<file path="config.mk">
export PLATFORM = sky130hd
export DESIGN_NAME = multicycle_control_v2
export DESIGN_NICKNAME = d
export VERILOG_FILES = /design/src/rtl/multicycle_control_v2.sv
export SDC_FILE = /design/constraint.sdc
export NUM_CORES = 1
export LEC_CHECK = 0
export ABC_AREA = 1
export BUFFER_PORTS_ARGS = -buffer_cell sky130_fd_sc_hd__buf_4
export CORE_MARGIN = 2
export CORE_UTILIZATION = 43
export DETAILED_ROUTE_END_ITERATION = 10
export PLACE_DENSITY = 0.76
export SLEW_MARGIN = 20
export SYNTH_ARGS = -nofsm -noshare
export SYNTH_HDL_FRONTEND = slang
export SYNTH_SLANG_ARGS = --single-unit
</file>
<file path="constraint.sdc">
create_clock -name clk -period 1.35 [get_ports clk]
set_input_delay 0.27 -clock clk [delete_from_list [all_inputs] [get_ports clk]]
set_output_delay 0.27 -clock clk [all_outputs]
set_load 0.005 [all_outputs]
</file>
<file path="src/rtl/multicycle_control_v2.sv">
// Multicycle MIPS control unit: main FSM plus ALU decoder. Memory states can
// stall on mem_ready, and the extended ops (bne/andi/ori/j) can be disabled.
module multicycle_control_v2 #(
  parameter bit MEM_HANDSHAKE = 1'b1,
  parameter bit EXT_OPS       = 1'b1,
  parameter int ALU_CTRL_W    = 3
) (
  input  logic                  clk,
  input  logic                  reset,
  input  logic [5:0]            opcode,
  input  logic [5:0]            funct,
  input  logic                  mem_ready,
  output logic                  mem_req,
  output logic                  i_or_d,
  output logic                  mem_write,
  output logic                  ir_write,
  output logic                  pc_write,
  output logic                  branch,
  output logic                  branch_ne,
  output logic                  reg_write,
  output logic                  reg_dest,
  output logic                  mem_to_reg,
  output logic                  alu_src_a,
  output logic [1:0]            alu_src_b,
  output logic                  imm_zext,
  output logic [1:0]            pc_src,
  output logic [ALU_CTRL_W-1:0] alu_control,
  output logic                  illegal,
  output logic [3:0]            state_dbg
);

  typedef enum logic [3:0] {
    FETCH   = 4'd0,  DECODE  = 4'd1,  MEMADR  = 4'd2,  MEMRD   = 4'd3,
    MEMWB   = 4'd4,  MEMWR   = 4'd5,  RTYPEEX = 4'd6,  RTYPEWB = 4'd7,
    BEQEX   = 4'd8,  BNEEX   = 4'd9,  ADDIEX  = 4'd10, LOGIEX  = 4'd11,
    IWB     = 4'd12, JEX     = 4'd13
  } state_t;

  localparam logic [5:0] OP_LW   = 6'b100011;
  localparam logic [5:0] OP_SW   = 6'b101011;
  localparam logic [5:0] OP_R    = 6'b000000;
  localparam logic [5:0] OP_BEQ  = 6'b000100;
  localparam logic [5:0] OP_BNE  = 6'b000101;
  localparam logic [5:0] OP_ADDI = 6'b001000;
  localparam logic [5:0] OP_ANDI = 6'b001100;
  localparam logic [5:0] OP_ORI  = 6'b001101;
  localparam logic [5:0] OP_J    = 6'b000010;

  localparam logic [2:0] ALU_ADD = 3'b010;
  localparam logic [2:0] ALU_SUB = 3'b110;
  localparam logic [2:0] ALU_AND = 3'b000;
  localparam logic [2:0] ALU_OR  = 3'b001;
  localparam logic [2:0] ALU_SLT = 3'b111;

  state_t     state;
  state_t     dec_next;
  logic       dec_illegal;
  logic       rtype_ok;
  logic [2:0] rtype_alu;
  logic [2:0] rtype_alu_q;
  logic       sw_q;
  logic       logi_or_q;
  logic       mem_rdy;
  logic [2:0] alu_code;

  assign mem_rdy = MEM_HANDSHAKE ? mem_ready : 1'b1;

  always_comb begin : funct_decode
    rtype_ok  = 1'b1;
    rtype_alu = ALU_ADD;
    case (funct)
      6'b100000: rtype_alu = ALU_ADD;
      6'b100010: rtype_alu = ALU_SUB;
      6'b100100: rtype_alu = ALU_AND;
      6'b100101: rtype_alu = ALU_OR;
      6'b101010: rtype_alu = ALU_SLT;
      default:   rtype_ok  = 1'b0;
    endcase
  end

  always_comb begin : opcode_decode
    dec_next    = FETCH;
    dec_illegal = 1'b0;
    case (opcode)
      OP_LW, OP_SW: dec_next = MEMADR;
      OP_R:         if (rtype_ok) dec_next = RTYPEEX; else dec_illegal = 1'b1;
      OP_BEQ:       dec_next = BEQEX;
      OP_ADDI:      dec_next = ADDIEX;
      OP_BNE:       if (EXT_OPS) dec_next = BNEEX; else dec_illegal = 1'b1;
      OP_ANDI,
      OP_ORI:       if (EXT_OPS) dec_next = LOGIEX; else dec_illegal = 1'b1;
      OP_J:         if (EXT_OPS) dec_next = JEX; else dec_illegal = 1'b1;
      default:      dec_illegal = 1'b1;
    endcase
  end

  // Instruction fields are captured in DECODE so later states never look at the IR.
  always_ff @(posedge clk) begin
    if (reset) begin
      state       <= FETCH;
      sw_q        <= 1'b0;
      logi_or_q   <= 1'b0;
      rtype_alu_q <= ALU_ADD;
    end else begin
      case (state)
        FETCH:   if (mem_rdy) state <= DECODE;
        DECODE: begin
          state       <= dec_next;
          sw_q        <= (opcode == OP_SW);
          logi_or_q   <= (opcode == OP_ORI);
          rtype_alu_q <= rtype_alu;
        end
        MEMADR:  state <= sw_q ? MEMWR : MEMRD;
        MEMRD:   if (mem_rdy) state <= MEMWB;
        MEMWR:   if (mem_rdy) state <= FETCH;
        RTYPEEX: state <= RTYPEWB;
        ADDIEX,
        LOGIEX:  state <= IWB;
        default: state <= FETCH;
      endcase
    end
  end

  always_comb begin : output_decode
    mem_req    = 1'b0;
    i_or_d     = 1'b0;
    mem_write  = 1'b0;
    ir_write   = 1'b0;
    pc_write   = 1'b0;
    branch     = 1'b0;
    branch_ne  = 1'b0;
    reg_write  = 1'b0;
    reg_dest   = 1'b0;
    mem_to_reg = 1'b0;
    alu_src_a  = 1'b0;
    alu_src_b  = 2'b00;
    imm_zext   = 1'b0;
    pc_src     = 2'b00;
    alu_code   = ALU_ADD;
    illegal    = 1'b0;
    state_dbg  = state;
    case (state)
      FETCH: begin
        mem_req   = 1'b1;
        alu_src_b = 2'b01;
        ir_write  = mem_rdy;
        pc_write  = mem_rdy;
      end
      DECODE: begin
        alu_src_b = 2'b11;
        illegal   = dec_illegal;
      end
      MEMADR: begin
        alu_src_a = 1'b1;
        alu_src_b = 2'b10;
      end
      MEMRD: begin
        mem_req = 1'b1;
        i_or_d  = 1'b1;
      end
      MEMWB: begin
        reg_write  = 1'b1;
        mem_to_reg = 1'b1;
      end
      MEMWR: begin
        mem_req   = 1'b1;
        i_or_d    = 1'b1;
        mem_write = 1'b1;
      end
      RTYPEEX: begin
        alu_src_a = 1'b1;
        alu_code  = rtype_alu_q;
      end
      RTYPEWB: begin
        reg_write = 1'b1;
        reg_dest  = 1'b1;
      end
      BEQEX, BNEEX: begin
        alu_src_a = 1'b1;
        alu_code  = ALU_SUB;
        pc_src    = 2'b01;
        branch    = (state == BEQEX);
        branch_ne = (state == BNEEX);
      end
      ADDIEX: begin
        alu_src_a = 1'b1;
        alu_src_b = 2'b10;
      end
      LOGIEX: begin
        alu_src_a = 1'b1;
        alu_src_b = 2'b10;
        imm_zext  = 1'b1;
        alu_code  = logi_or_q ? ALU_OR : ALU_AND;
      end
      IWB:     reg_write = 1'b1;
      JEX: begin
        pc_write = 1'b1;
        pc_src   = 2'b10;
      end
      default: ;
    endcase
    // Reset overrides everything so no write strobe escapes in the reset cycle.
    if (reset) begin
      mem_req    = 1'b0;
      i_or_d     = 1'b0;
      mem_write  = 1'b0;
      ir_write   = 1'b0;
      pc_write   = 1'b0;
      branch     = 1'b0;
      branch_ne  = 1'b0;
      reg_write  = 1'b0;
      reg_dest   = 1'b0;
      mem_to_reg = 1'b0;
      alu_src_a  = 1'b0;
      alu_src_b  = 2'b00;
      imm_zext   = 1'b0;
      pc_src     = 2'b00;
      alu_code   = 3'b000;
      illegal    = 1'b0;
      state_dbg  = 4'd0;
    end
  end

  assign alu_control = ALU_CTRL_W'(alu_code);

endmodule
</file>
==> results.yml, run 1 <==
run:
  maxCapViolations: 0
cells_and_area:
  design_area_um2: 1795
  antenna_cells: 0
  synthToLayoutAreaGrowth_pct: 92.36
  nNetsFinal: 261
  seq_area_um2: 195.2
  drive_above_1_share: 0.6082
  multi_input_area_um2: 798.3
  fillers: 100
routing:
  detail-route-antenna-nets: 0
  wl_per_cell_um: 17.78
  num_vias: 1557
  drt_iter0_drc: 95
  m1WireLength_mm: 1.758
  drc_errors: 0
  top_layer_used: "met4"
  dr.pass1.iters: 4
  wirelength_mm: 4.836
  dr_wl_met3_um: 349
  vias_per_cell: 5.724
  route.met2.wl_mm: 2.361
floorplanning:
  fp-row-count: 16
  boundaryPins: 39
  core_area_um2: 2002
  die-area_um2: 2559
  start_util: 0.4662
  die_height_um: 50.59
  die_x_um: 50.59
grt:
  grt_pass1_vias: 1357
  grt_use_total: 0.3053
  antenna_found_initial: 0
  grt-ovfl-total: 0
  grt_max_degree: 11
  grt_pass1_wl_mm: 5.899
power:
  power.density_nw_per_um2: 627.5
  finalPower_mw: 1.127
  p_leak_nw: 0.9197
  peakVddDrop_mv: 0.5051
status:
  violations: "negative setup slack"
  status: "finished with violations"
critical_path:
  cpMostUsedCell: "nand2_2"
  r2r-start: "state[2]"
  cp_max_fo: 5
  required_ns: 1.08
  crit_slowest_cell: "dfxtp_4"
  crit_type: "reg2out"
  reg2regPathDepth: 10
  cp_top_family: "flip-flops"
  critical_path.cell_chain: "inv_4 > nor2_4 > nand2_2 > nand2_2 > o21ai_0 > inv_1 > buf_4"
  cp_data_arrival_time_ns: 1.50
  r2r_slack_ns: -0.09
  startpoint_type: "flop"
  end_kind: "output port"
  worst-path-buf-inv: 3
  slowest_delay_ns: 0.43
  rr_endpoint: "state[2]"
timing:
  max_freq_ghz: 0.5636
  finalCritPeriodShare: 1.314
  setup_viol: 26
  post-route-min-period_ns: 1.774
  rsz0062_at_grt: "yes"
  hold_viol: 0
  relSlewSlack: 0.7661
  skew_ns: 0.01263
  final_max_slew_viol_count: 0
  worstMarginPinSlew_ns: 0.3504
  setup_ws_ns: -0.4242
placement:
  gp_congestion: 0.8687
  place.detailed.hpwl_mm: 2.493
  place_area_um2: 1453
  port_buffers: 38
logic_synthesis:
  synth.avg_cell_area_um2: 5.657
  yosysSeqAreaShare: 0.1930
  synthCells: 165
  syn_nets: 180
  synth_cell_types: 26
  yosysWarnings: 0
  netlist_area_um2: 933.4
  ys_ff_latch: 9
cts:
  clkSlewWorstSetupHoldPaths_ns: 0.08
  cts_buffers: 3
  cts.sinks: 9
  htreeDepth: 1
  clk_latency_ns: 0.30
  cts_root_buf: "clkbuf_4"
  cts_max_path_buffers: 2
  cts_tree: "done"
min_path:
  min_to: "sw_q"
  hp-start: "reset"
  hp-class: "in2reg"
  holdPathStages: 2
==> state kept, by name, indices dropped and copies added (netlist names) <==
register / flops
state: 4
logi_or_q: 1
sw_q: 1
rtype_alu_q: 3
==> how the worst max path moves through the flow <==
stage	startpoint	endpoint	cells past startpoint	slack [ns]
floorplan	state[1]	alu_src_a	6	0.01
global placement	state[1]	alu_src_a	7	-0.03
detailed placement	opcode[4]	illegal	9	-0.07
CTS	state[1]	pc_write	5	-0.26
global route	state[0]	mem_req	7	-0.41
finish	state[0]	mem_req	7	-0.42
==> per-stage QoR <==
step	worst slack (ns)	util	hold WS [ns]	std cells	setup TNS, ns
6_report	-0.4242	0.8969	0.2155	272	-6.067
4_1_cts	-0.2645	0.8200	0.2334	264	-3.759
3_5_place_dp	-0.06568	0.7256	0.4553	256	-0.2377
5_1_grt	-0.4127	0.8969	0.2356	272	-6.861
2_1_floorplan	0.01296	-	0.4126	165	0
3_3_place_gp	-0.03163	0.7256	0.4452	256	-0.07374
==> synth_stat cells (all sizes together) <==
master  number  area (um^2)
nor3         4        25.02
dfxtp        9        180.2
clkbuf       2        7.510
a21oi       10        57.56
o211ai       1        12.51
nand3b       2        15.01
inv         26        97.60
a211o        1        8.760
buf          1        11.26
and3         1        6.260
o21ai        6        33.78
nand4        3        25.02
a31oi        1        6.260
nand2       41        166.4
nand3       17        95.09
nor2        40        185.2
==> placed cells by master, fill, tap and decap left out <==
cell type / netlist / layout
nor2_2: 5 / 7
buf_4: 0 / 69
and3_1: 1 / 1
nand3_4: 0 / 1
nor3_2: 1 / 3
a211o_1: 1 / 1
nand3_2: 2 / 7
o21ai_1: 3 / 3
a21oi_1: 8 / 5
buf_12: 0 / 1
dfxtp_1: 9 / 5
nand3b_1: 2 / 2
nand2_1: 36 / 29
inv_4: 0 / 2
nand3_1: 15 / 9
buf_6: 1 / 9
nor3_4: 0 / 1
o211ai_2: 1 / 1
clkbuf_1: 2 / 1
inv_1: 19 / 14
a31oi_1: 1 / 1
nand2_4: 0 / 1
clkbuf_4: 0 / 3
o21ai_0: 2 / 1
nand4_2: 1 / 1
nor2_4: 3 / 11
nand4_1: 2 / 2
nand2_2: 5 / 11
a21oi_2: 2 / 5
nor2_1: 32 / 22
o21ai_2: 1 / 2
inv_2: 7 / 10
dfxtp_4: 0 / 4
==> cell type report <==
| class | instances | area share |
|---|---|---|
| multi-input cells | 127 | 0.4446 |
| repair buffers | 79 | 0.3561 |
| flip-flops and latches | 9 | 0.1087 |
| inverters | 26 | 0.05714 |
| well taps | 27 | 0.01882 |
| clock buffers | 4 | 0.01463 |
==> timing repair <==
item,in CTS,in global routing
pin swaps,8,9
hold buffers,0,0
resized for setup,38,27
buffers inserted,5,8
endpoints found under the setup margin,25,26
==> cell families after synthesis <==
| family | after synthesis | share of synthesized area |
|---|---|---|
| flip-flops | 9 | 0.1930 |
| buffers and inverters | 29 | 0.1247 |
| AND/OR/NAND/NOR | 108 | 0.5550 |
| AO/OA/AOI/OAI | 19 | 0.1274 |
==> report_power, final <==
part	internal [mW]	switching (mW)	total, mW	leakage (nW)
combinational	0.258	0.293	0.551	0.828
sequential	0.290	0.0411	0.331	0.0763
clock	0.115	0.130	0.245	0.0150
total	0.663	0.464	1.13	0.920
==> per-layer routing <==
metal  vias to the layer above  GRT usage
met4                         0     0.1081
li1                        687          -
met1                       730     0.3424
met2                       103     0.5548
met5                         -          0
met3                        37    0.07440
Note: power is estimated with default switching activity, not from simulation.
==> run 2, diff against run 1 <==
--- a/config.mk
+++ b/config.mk
@@ -9,6 +9,7 @@
 export BUFFER_PORTS_ARGS = -buffer_cell sky130_fd_sc_hd__buf_4
 export CORE_MARGIN = 2
 export CORE_UTILIZATION = 43
+export CTS_CLUSTER_SIZE = 10
 export DETAILED_ROUTE_END_ITERATION = 10
 export PLACE_DENSITY = 0.76
 export SLEW_MARGIN = 20
==> constraint.sdc (replaced) <==
create_clock -name clk -period 1.35 [get_ports clk]
set_input_delay 0.0675 -clock clk [delete_from_list [all_inputs] [get_ports clk]]
set_output_delay 0.0675 -clock clk [all_outputs]
set_load 0.005 [all_outputs]
==> run 2 against run 1 <==
Effect of this change: the run still ends with negative setup slack left; clock power decreased by 7%; total power decreased by 6.6%; global-route usage decreased by 5.9 points; wire length decreased by 19%; setup slack improved by 0.27 ns; non-clock buffer count decreased by 20; combinational power decreased by 9.1%; sequential cell count unchanged; clock skew decreased by 0.0068 ns; count of clock-buffer cells in the layout unchanged; critical path type unchanged; largest cell class unchanged; largest power group unchanged.
==> results.yml, run 2 (synthesis results as in run 1) <==
status:
  status: "finished with violations"
  violations: "negative setup slack"
critical_path:
  crit_type: "reg2out"
  rr_endpoint: "state[0]"
  cp_max_fo: 5
  startpoint_type: "flop"
  startpoint: "state[2]"
  r2r_slack_ns: -0.02
  cp_data_arrival_time_ns: 1.44
  critical_path.endpoint: "mem_to_reg"
  end_kind: "output port"
  reg2regPathDepth: 10
  required_ns: 1.28
  r2r-start: "state[2]"
cells_and_area:
  final_cell_mix: "buf_4, nand2_1, nor2_1"
  fin_cells: 252
  largest_register_ffs: 4
  synthToLayoutAreaGrowth_pct: 67.29
  seq_area_um2: 195.2
  antenna_cells: 0
  reg_top3: "state: 4 flops, rtype_alu_q: 3 flops"
  fin_util: 0.7800
  design_area_um2: 1562
  multi_input_area_um2: 723.2
  drive_above_1_share: 0.4889
  layout_commonest_cell: "buf_4"
  largest-register: "state"
  fillers: 147
  nNetsFinal: 241
grt:
  grt-ovfl-total: 0
  gr-max-usage-layer: "met2"
  grt_max_degree: 21
  grtUsageMet3: 0.05952
  antenna_found_initial: 0
  grt_use_total: 0.2464
  grt_pass1_vias: 1183
  grt_util_met2: 0.4605
  grtUsageMet1: 0.2777
  grt_pass1_wl_mm: 4.843
routing:
  detail-route-antenna-nets: 0
  drt_iter0_drc: 76
  wirelength_mm: 3.914
  vias_per_cell: 5.595
  wl_per_cell_um: 15.53
  dr.pass1.iters: 4
  drc_errors: 0
  num_vias: 1410
timing:
  final_max_slew_viol_count: 0
  rsz0062_at_grt: "yes"
  hold_viol: 0
  worstMarginPinSlew_ns: 0.4991
  finalCritPeriodShare: 1.115
  max_freq_ghz: 0.6642
  setup_ws_ns: -0.1555
  tns_ns: -1.192
  post-route-min-period_ns: 1.505
  relSlewSlack: 0.6661
  setup_viol: 17
  skew_ns: 0.005794
  holdWs_ns: 0.07423
cts:
  cts_buffers: 3
  htreeDepth: 1
  clk_latency_ns: 0.27
  cts_hold_buffers: 0
  cts_tree: "done"
  cts.sinks: 9
  clkSlewWorstSetupHoldPaths_ns: 0.07
  cts_max_path_buffers: 2
  cts_root_buf: "clkbuf_4"
floorplanning:
  boundaryPins: 39
  die_height_um: 50.59
  die-area_um2: 2559
  core_area_um2: 2002
  fp-row-count: 16
  start_util: 0.4662
  die_x_um: 50.59
placement:
  place.detailed.hpwl_mm: 2.178
  placed_cells: 235
  post-place-ws_ns: 0.009446
  place_area_um2: 1294
  port_buffers: 38
  gp_congestion: 0.8664
power:
  power.density_nw_per_um2: 673.7
  peakVddDrop_mv: 0.7555
  finalPower_mw: 1.052
  p_leak_nw: 0.8300
min_path:
  hp-class: "in2reg"
run:
  maxCapViolations: 0
==> run 2: power breakdown <==
group	leakage (nW)	switching (mW)	internal [mW]
sequential	0.0763	0.0350	0.290
combinational	0.739	0.267	0.234
clock	0.0150	0.112	0.115
total	0.830	0.414	0.638
==> run 2: what timing repair did <==
action	CTS	global route
gates resized for setup	19	24
pin swaps	5	12
endpoints found under the hold margin	0	0
buffers inserted	8	5
endpoints found under the setup margin	17	20
==> run 2: critical path, cell delays in order (launching register included) <==
cell	delay [ns]
dfxtp_4	0.41
inv_2	0.07
nor2_1	0.22
nand3_1	0.15
nor2_1	0.16
buf_4	0.15
==> run 2: worst min path at each step <==
| stage | from | to | cells past startpoint |
|---|---|---|---|
| after floorplan | opcode[3] | sw_q | 2 |
| after global placement | mem_ready | state[2] | 4 |
| after detailed placement | mem_ready | state[2] | 4 |
| after CTS | mem_ready | state[2] | 4 |
| after global routing | mem_ready | state[2] | 4 |
| final | mem_ready | state[2] | 4 |
==> run 2: per-layer routing <==
| layer | share of wire | vias to the layer above |
|---|---|---|
| met5 | 0 | - |
| met4 | 0.041 | 0 |
| met3 | 0.080 | 22 |
| met2 | 0.51 | 91 |
| met1 | 0.37 | 654 |
| li1 | - | 643 |
==> run 2: final cells by class <==
class                   count  share of cell area
multi-input cells         127              0.4631
well taps                  27             0.02163
repair buffers             59              0.3061
inverters                  26             0.06731
flip-flops and latches      9              0.1250
clock buffers               4             0.01683
==> run 3, diff against run 2 <==
--- a/config.mk
+++ b/config.mk
@@ -5,7 +5,6 @@
 export SDC_FILE = /design/constraint.sdc
 export NUM_CORES = 1
 export LEC_CHECK = 0
-export ABC_AREA = 1
 export BUFFER_PORTS_ARGS = -buffer_cell sky130_fd_sc_hd__buf_4
 export CORE_MARGIN = 2
 export CORE_UTILIZATION = 43
==> run 3 against run 2 <==
Effect of this change: the flow now stops in 5_1_grt; synthesized cell count shrank 16%; area after synthesis grew 0.27%.
==> results.yml, run 3 <==
timing:
  crit_endpoint: "illegal"
  endpoint_type: "primary output"
floorplanning:
  die_height_um: 50.66
  fp-row-count: 16
  start_util: 0.4675
  die_x_um: 50.66
  boundaryPins: 39
logic_synthesis:
  synth_cell_types: 43
  syn_nets: 153
  yosysSeqAreaShare: 0.1925
  synthCells: 138
  synth_fa_ha_area_frac: 0
  synth_top_area_share: 0.1925
  netlist_area_um2: 935.9
  synth.most_common_cell: "nand2b_1"
  synth_edf_count: 0
  synth_top_cells_by_area: "dfxtp_1, nand2b_1, a21oi_1"
  synth_top_area_cell: "dfxtp_1"
  synth_simple_gate_area_frac: 0.4786
  yosysWarnings: 0
  netlist_top_cells_count: "nand2b_1, a21oi_1, nor2_1, nor3_1"
  async_reset_ff_frac: 0
  synth.avg_cell_area_um2: 6.782
  synthFlopType: "dfxtp_1"
  synth_top_family_by_area: "simple AND/OR/NAND/NOR gates"
  synth_compound_area_frac: 0.2233
  ys_ff_latch: 9
  synth_xor_area_frac: 0.01872
  synth.area.mux_share: 0.02273
cts:
  cts_root_buf: "clkbuf_4"
  cts.sinks: 9
  cts_max_path_buffers: 2
  cts_buffers: 3
  htreeDepth: 1
  cts_hold_buffers: 0
placement:
  placed_cells: 215
  place_area_um2: 1390
  port_buffers: 38
  place.detailed.hpwl_mm: 2.194
  gp_congestion: 0.8480
status:
  tool.error: "[ERROR DPL-0033] detailed placement checks failed during check placement."
  status: "aborted with a tool error"
  stop_stage: "5_1_grt"
grt:
  antenna_found_initial: 0
  grt_max_degree: 16
## run 3: cell count changes after synthesis, sizes merged, moves of 3 or more
| cell | delta |
|---|---|
| inv | -20 |
| nand3 | -13 |
| nor2b | +5 |
| nor2 | -29 |
| clkbuf | +7 |
| nand2 | -33 |
| nand2b | +12 |
| nor3 | +7 |
| and3 | +3 |
| nor4 | +6 |
## run 3: metrics by stage
| stage | TNS, ns | setup WS [ns] | hold WS [ns] | util |
|---|---|---|---|---|
| after floorplan | -0.3647 | -0.1566 | 0.1821 | - |
| after global placement | -0.3359 | -0.1023 | 0.3548 | 0.6944 |
| after detailed placement | -0.4732 | -0.1349 | 0.3610 | 0.6944 |
| after CTS | -2.244 | -0.2296 | 0.1111 | 0.8506 |
## run 3: cells by family after synthesis
| family | count (synthesis) |
|---|---|
| AND/OR/NAND/NOR | 77 |
| AO/OA/AOI/OAI | 32 |
| buffers and inverters | 16 |
| flip-flops | 9 |
| XOR/XNOR | 2 |
| multiplexers | 2 |
## run 3: timing repair
item                       4_1_cts
setup buffers                   12
gates resized for setup         49
setup endpoints to repair       23
gates cloned                     1
pin swaps                       11
==> run 4, diff against run 3 <==
--- a/config.mk
+++ b/config.mk
@@ -6,11 +6,10 @@
 export NUM_CORES = 1
 export LEC_CHECK = 0
 export BUFFER_PORTS_ARGS = -buffer_cell sky130_fd_sc_hd__buf_4
-export CORE_MARGIN = 2
-export CORE_UTILIZATION = 43
-export CTS_CLUSTER_SIZE = 10
+export CORE_AREA = 2 2 63 65
 export DETAILED_ROUTE_END_ITERATION = 10
-export PLACE_DENSITY = 0.76
+export DIE_AREA = 0 0 65 67
+export PLACE_DENSITY_LB_ADDON = 0.15
 export SLEW_MARGIN = 20
 export SYNTH_ARGS = -nofsm -noshare
 export SYNTH_HDL_FRONTEND = slang
==> constraint.sdc (replaced) <==
create_clock -name clk -period 1.76 [get_ports clk]
set_input_delay 0.088 -clock clk [delete_from_list [all_inputs] [get_ports clk]]
set_output_delay 0.088 -clock clk [all_outputs]
set_load 0.005 [all_outputs]
==> run 4 against run 3 <==
Effect of this change: the run now ends clean; area after synthesis is the same; synthesized cell count is the same.
==> results.yml, run 4 <==
logic_synthesis:
  synth_top_area_cell: "dfxtp_1"
  synth.avg_cell_area_um2: 6.782
  synth.area.mux_share: 0.02273
  synthCells: 138
  synth.most_common_cell: "nand2b_1"
  ys_ff_latch: 9
  synth_fa_ha_area_frac: 0
  synth_edf_count: 0
  syn_nets: 153
  synth_top_cells_by_area: "dfxtp_1, nand2b_1, a21oi_1"
  yosysWarnings: 0
  synth_xor_area_frac: 0.01872
  synth_compound_area_frac: 0.2233
  synth_top_area_share: 0.1925
  synthFlopType: "dfxtp_1"
  async_reset_ff_frac: 0
  synth_cell_types: 43
  netlist_area_um2: 935.9
  synth_top_family_by_area: "simple AND/OR/NAND/NOR gates"
  netlist_top_cells_count: "nand2b_1, a21oi_1, nor2_1, nor3_1"
  yosysSeqAreaShare: 0.1925
  synth_simple_gate_area_frac: 0.4786
critical_path:
  cp_data_arrival_time_ns: 1.56
  r2r-start: "state[1]"
  startpoint_type: "flop"
  end_kind: "output port"
  crit_type: "reg2out"
  cp_max_fo: 8
  required_ns: 1.67
  startpoint: "state[2]"
cts:
  cts.sinks: 9
  clk_latency_ns: 0.23
  postCtsSetupRepairBufs: 0
  cts_root_buf: "clkbuf_8"
  htreeDepth: 1
  cts_hold_buffers: 0
  cts_buffers: 3
  clkSlewWorstSetupHoldPaths_ns: 0.04
  cts_tree: "done"
  cts_max_path_buffers: 2
grt:
  grt_max_degree: 25
  antenna_found_initial: 0
  grt-ovfl-total: 0
  grt_use_total: 0.1351
  grt_pass1_vias: 1047
  grt_pass1_wl_mm: 4.623
timing:
  skew_ns: 0.0007713
  holdWs_ns: 0.1901
  setup_viol: 0
  tns_ns: 0
  max_freq_ghz: 0.6076
  worstMarginPinSlew_ns: 0.4983
  final_max_slew_viol_count: 0
  finalCritPeriodShare: 0.9352
  hold_viol: 0
  post-route-min-period_ns: 1.646
  rsz0062_at_grt: "no"
  relSlewSlack: 0.6670
placement:
  port_buffers: 38
  place.detailed.hpwl_mm: 2.340
  gp_congestion: 0.7582
routing:
  drt_iter0_drc: 44
  wirelength_mm: 2.918
  vias_per_cell: 5.093
  drc_errors: 0
  wl_per_cell_um: 12.91
  detail-route-antenna-nets: 0
  num_vias: 1151
  dr.pass1.iters: 4
floorplanning:
  start_util: 0.2595
  boundaryPins: 39
  die-area_um2: 4355
  fp-row-count: 22
  die_x_um: 65
  die_height_um: 67
  core_area_um2: 3606
cells_and_area:
  final_cell_mix: "buf_4, nand2b_1, nor2_1, a21oi_1, nor3_1"
  reg_top3: "state: 4 flops, rtype_alu_q: 3 flops"
  drive_above_1_share: 0.3146
  layout_commonest_cell: "buf_4"
  nNetsFinal: 194
  antenna_cells: 0
  largest_register_ffs: 4
  largest-register: "state"
  fin_util: 0.3782
  synthToLayoutAreaGrowth_pct: 45.72
power:
  peakVddDrop_mv: 0.1770
  p_leak_nw: 0.5650
  power.density_nw_per_um2: 429.3
run:
  maxCapViolations: 0
min_path:
  hp-start: "opcode[4]"
  hp-class: "in2reg"
status:
  status: "complete, no violations"
-- run 4: cell counts after synthesis --
No cell type changed its count.
-- run 4: critical path, cell delays in order (launching register included) --
cell      delay (ns)
dfxtp_2         0.36
buf_4           0.17
nand2b_2        0.22
mux2_1          0.32
nor3_2          0.15
buf_4           0.12
-- run 4: area by class of cell --
| type | count | area (um^2) |
|---|---|---|
| fill | 401 | 2242 |
| multi-input combinational | 113 | 705.7 |
| clock buffer | 4 | 45.04 |
| tap | 48 | 60.06 |
| inverter | 6 | 22.52 |
| sequential | 9 | 181.4 |
| timing repair buffer | 46 | 349.1 |
-- run 4: stage by stage --
stage	power [mW]	area [um^2]	instances	setup slack, ns
floorplan	0.2865	935.9	138	0.2134
global placement	0.3582	1304	222	0.2486
detailed placement	0.3607	1304	222	0.2121
CTS	0.5922	1351	226	0.02038
global route	0.6183	1364	226	0.001281
finish	0.5855	1364	226	0.1141
-- run 4: cell families (layout without fill, tap and decap cells) --
logic type             count (synthesis)  count (layout)
AND/OR/NAND/NOR                       77              77
flip-flops                             9               9
AO/OA/AOI/OAI                         32              32
multiplexers                           2               2
XOR/XNOR                               2               2
buffers and inverters                 16              56
-- run 4: timing repair --
action	4_1_cts	5_1_grt
setup endpoints to repair	1	2
cloned	0	0
gates resized for setup	1	4
pin swaps	0	0
-- run 4: worst paths after layout --
| kind | endpoint | slack (ns) | cells past startpoint |
|---|---|---|---|
| setup / recovery | alu_control[0] | 0.11 | 5 |
| hold / removal | state[2] | 0.19 | 3 |
| setup reg to reg | state[1] | 0.19 | 4 |
| hold reg to reg | logi_or_q | 0.46 | 2 |
-- run 4: layer usage --
layer / global-route usage / routed length [um] / vias up / share of wire
met1: 0.1618 / 1333 / 517 / 0.46
met5: 0 / 0 / - / 0
met2: 0.2345 / 1325 / 40 / 0.45
met3: 0.02027 / 186 / 6 / 0.064
li1: - / - / 588 / -
met4: 0.06649 / 73 / 0 / 0.025
-- run 4: report_power, final --
part	internal [mW]	leakage, nW	switching (mW)	total, mW
combinational	0.0710	0.469	0.0773	0.148
clock	0.157	0.0228	0.0714	0.228
sequential	0.207	0.0733	0.00172	0.209
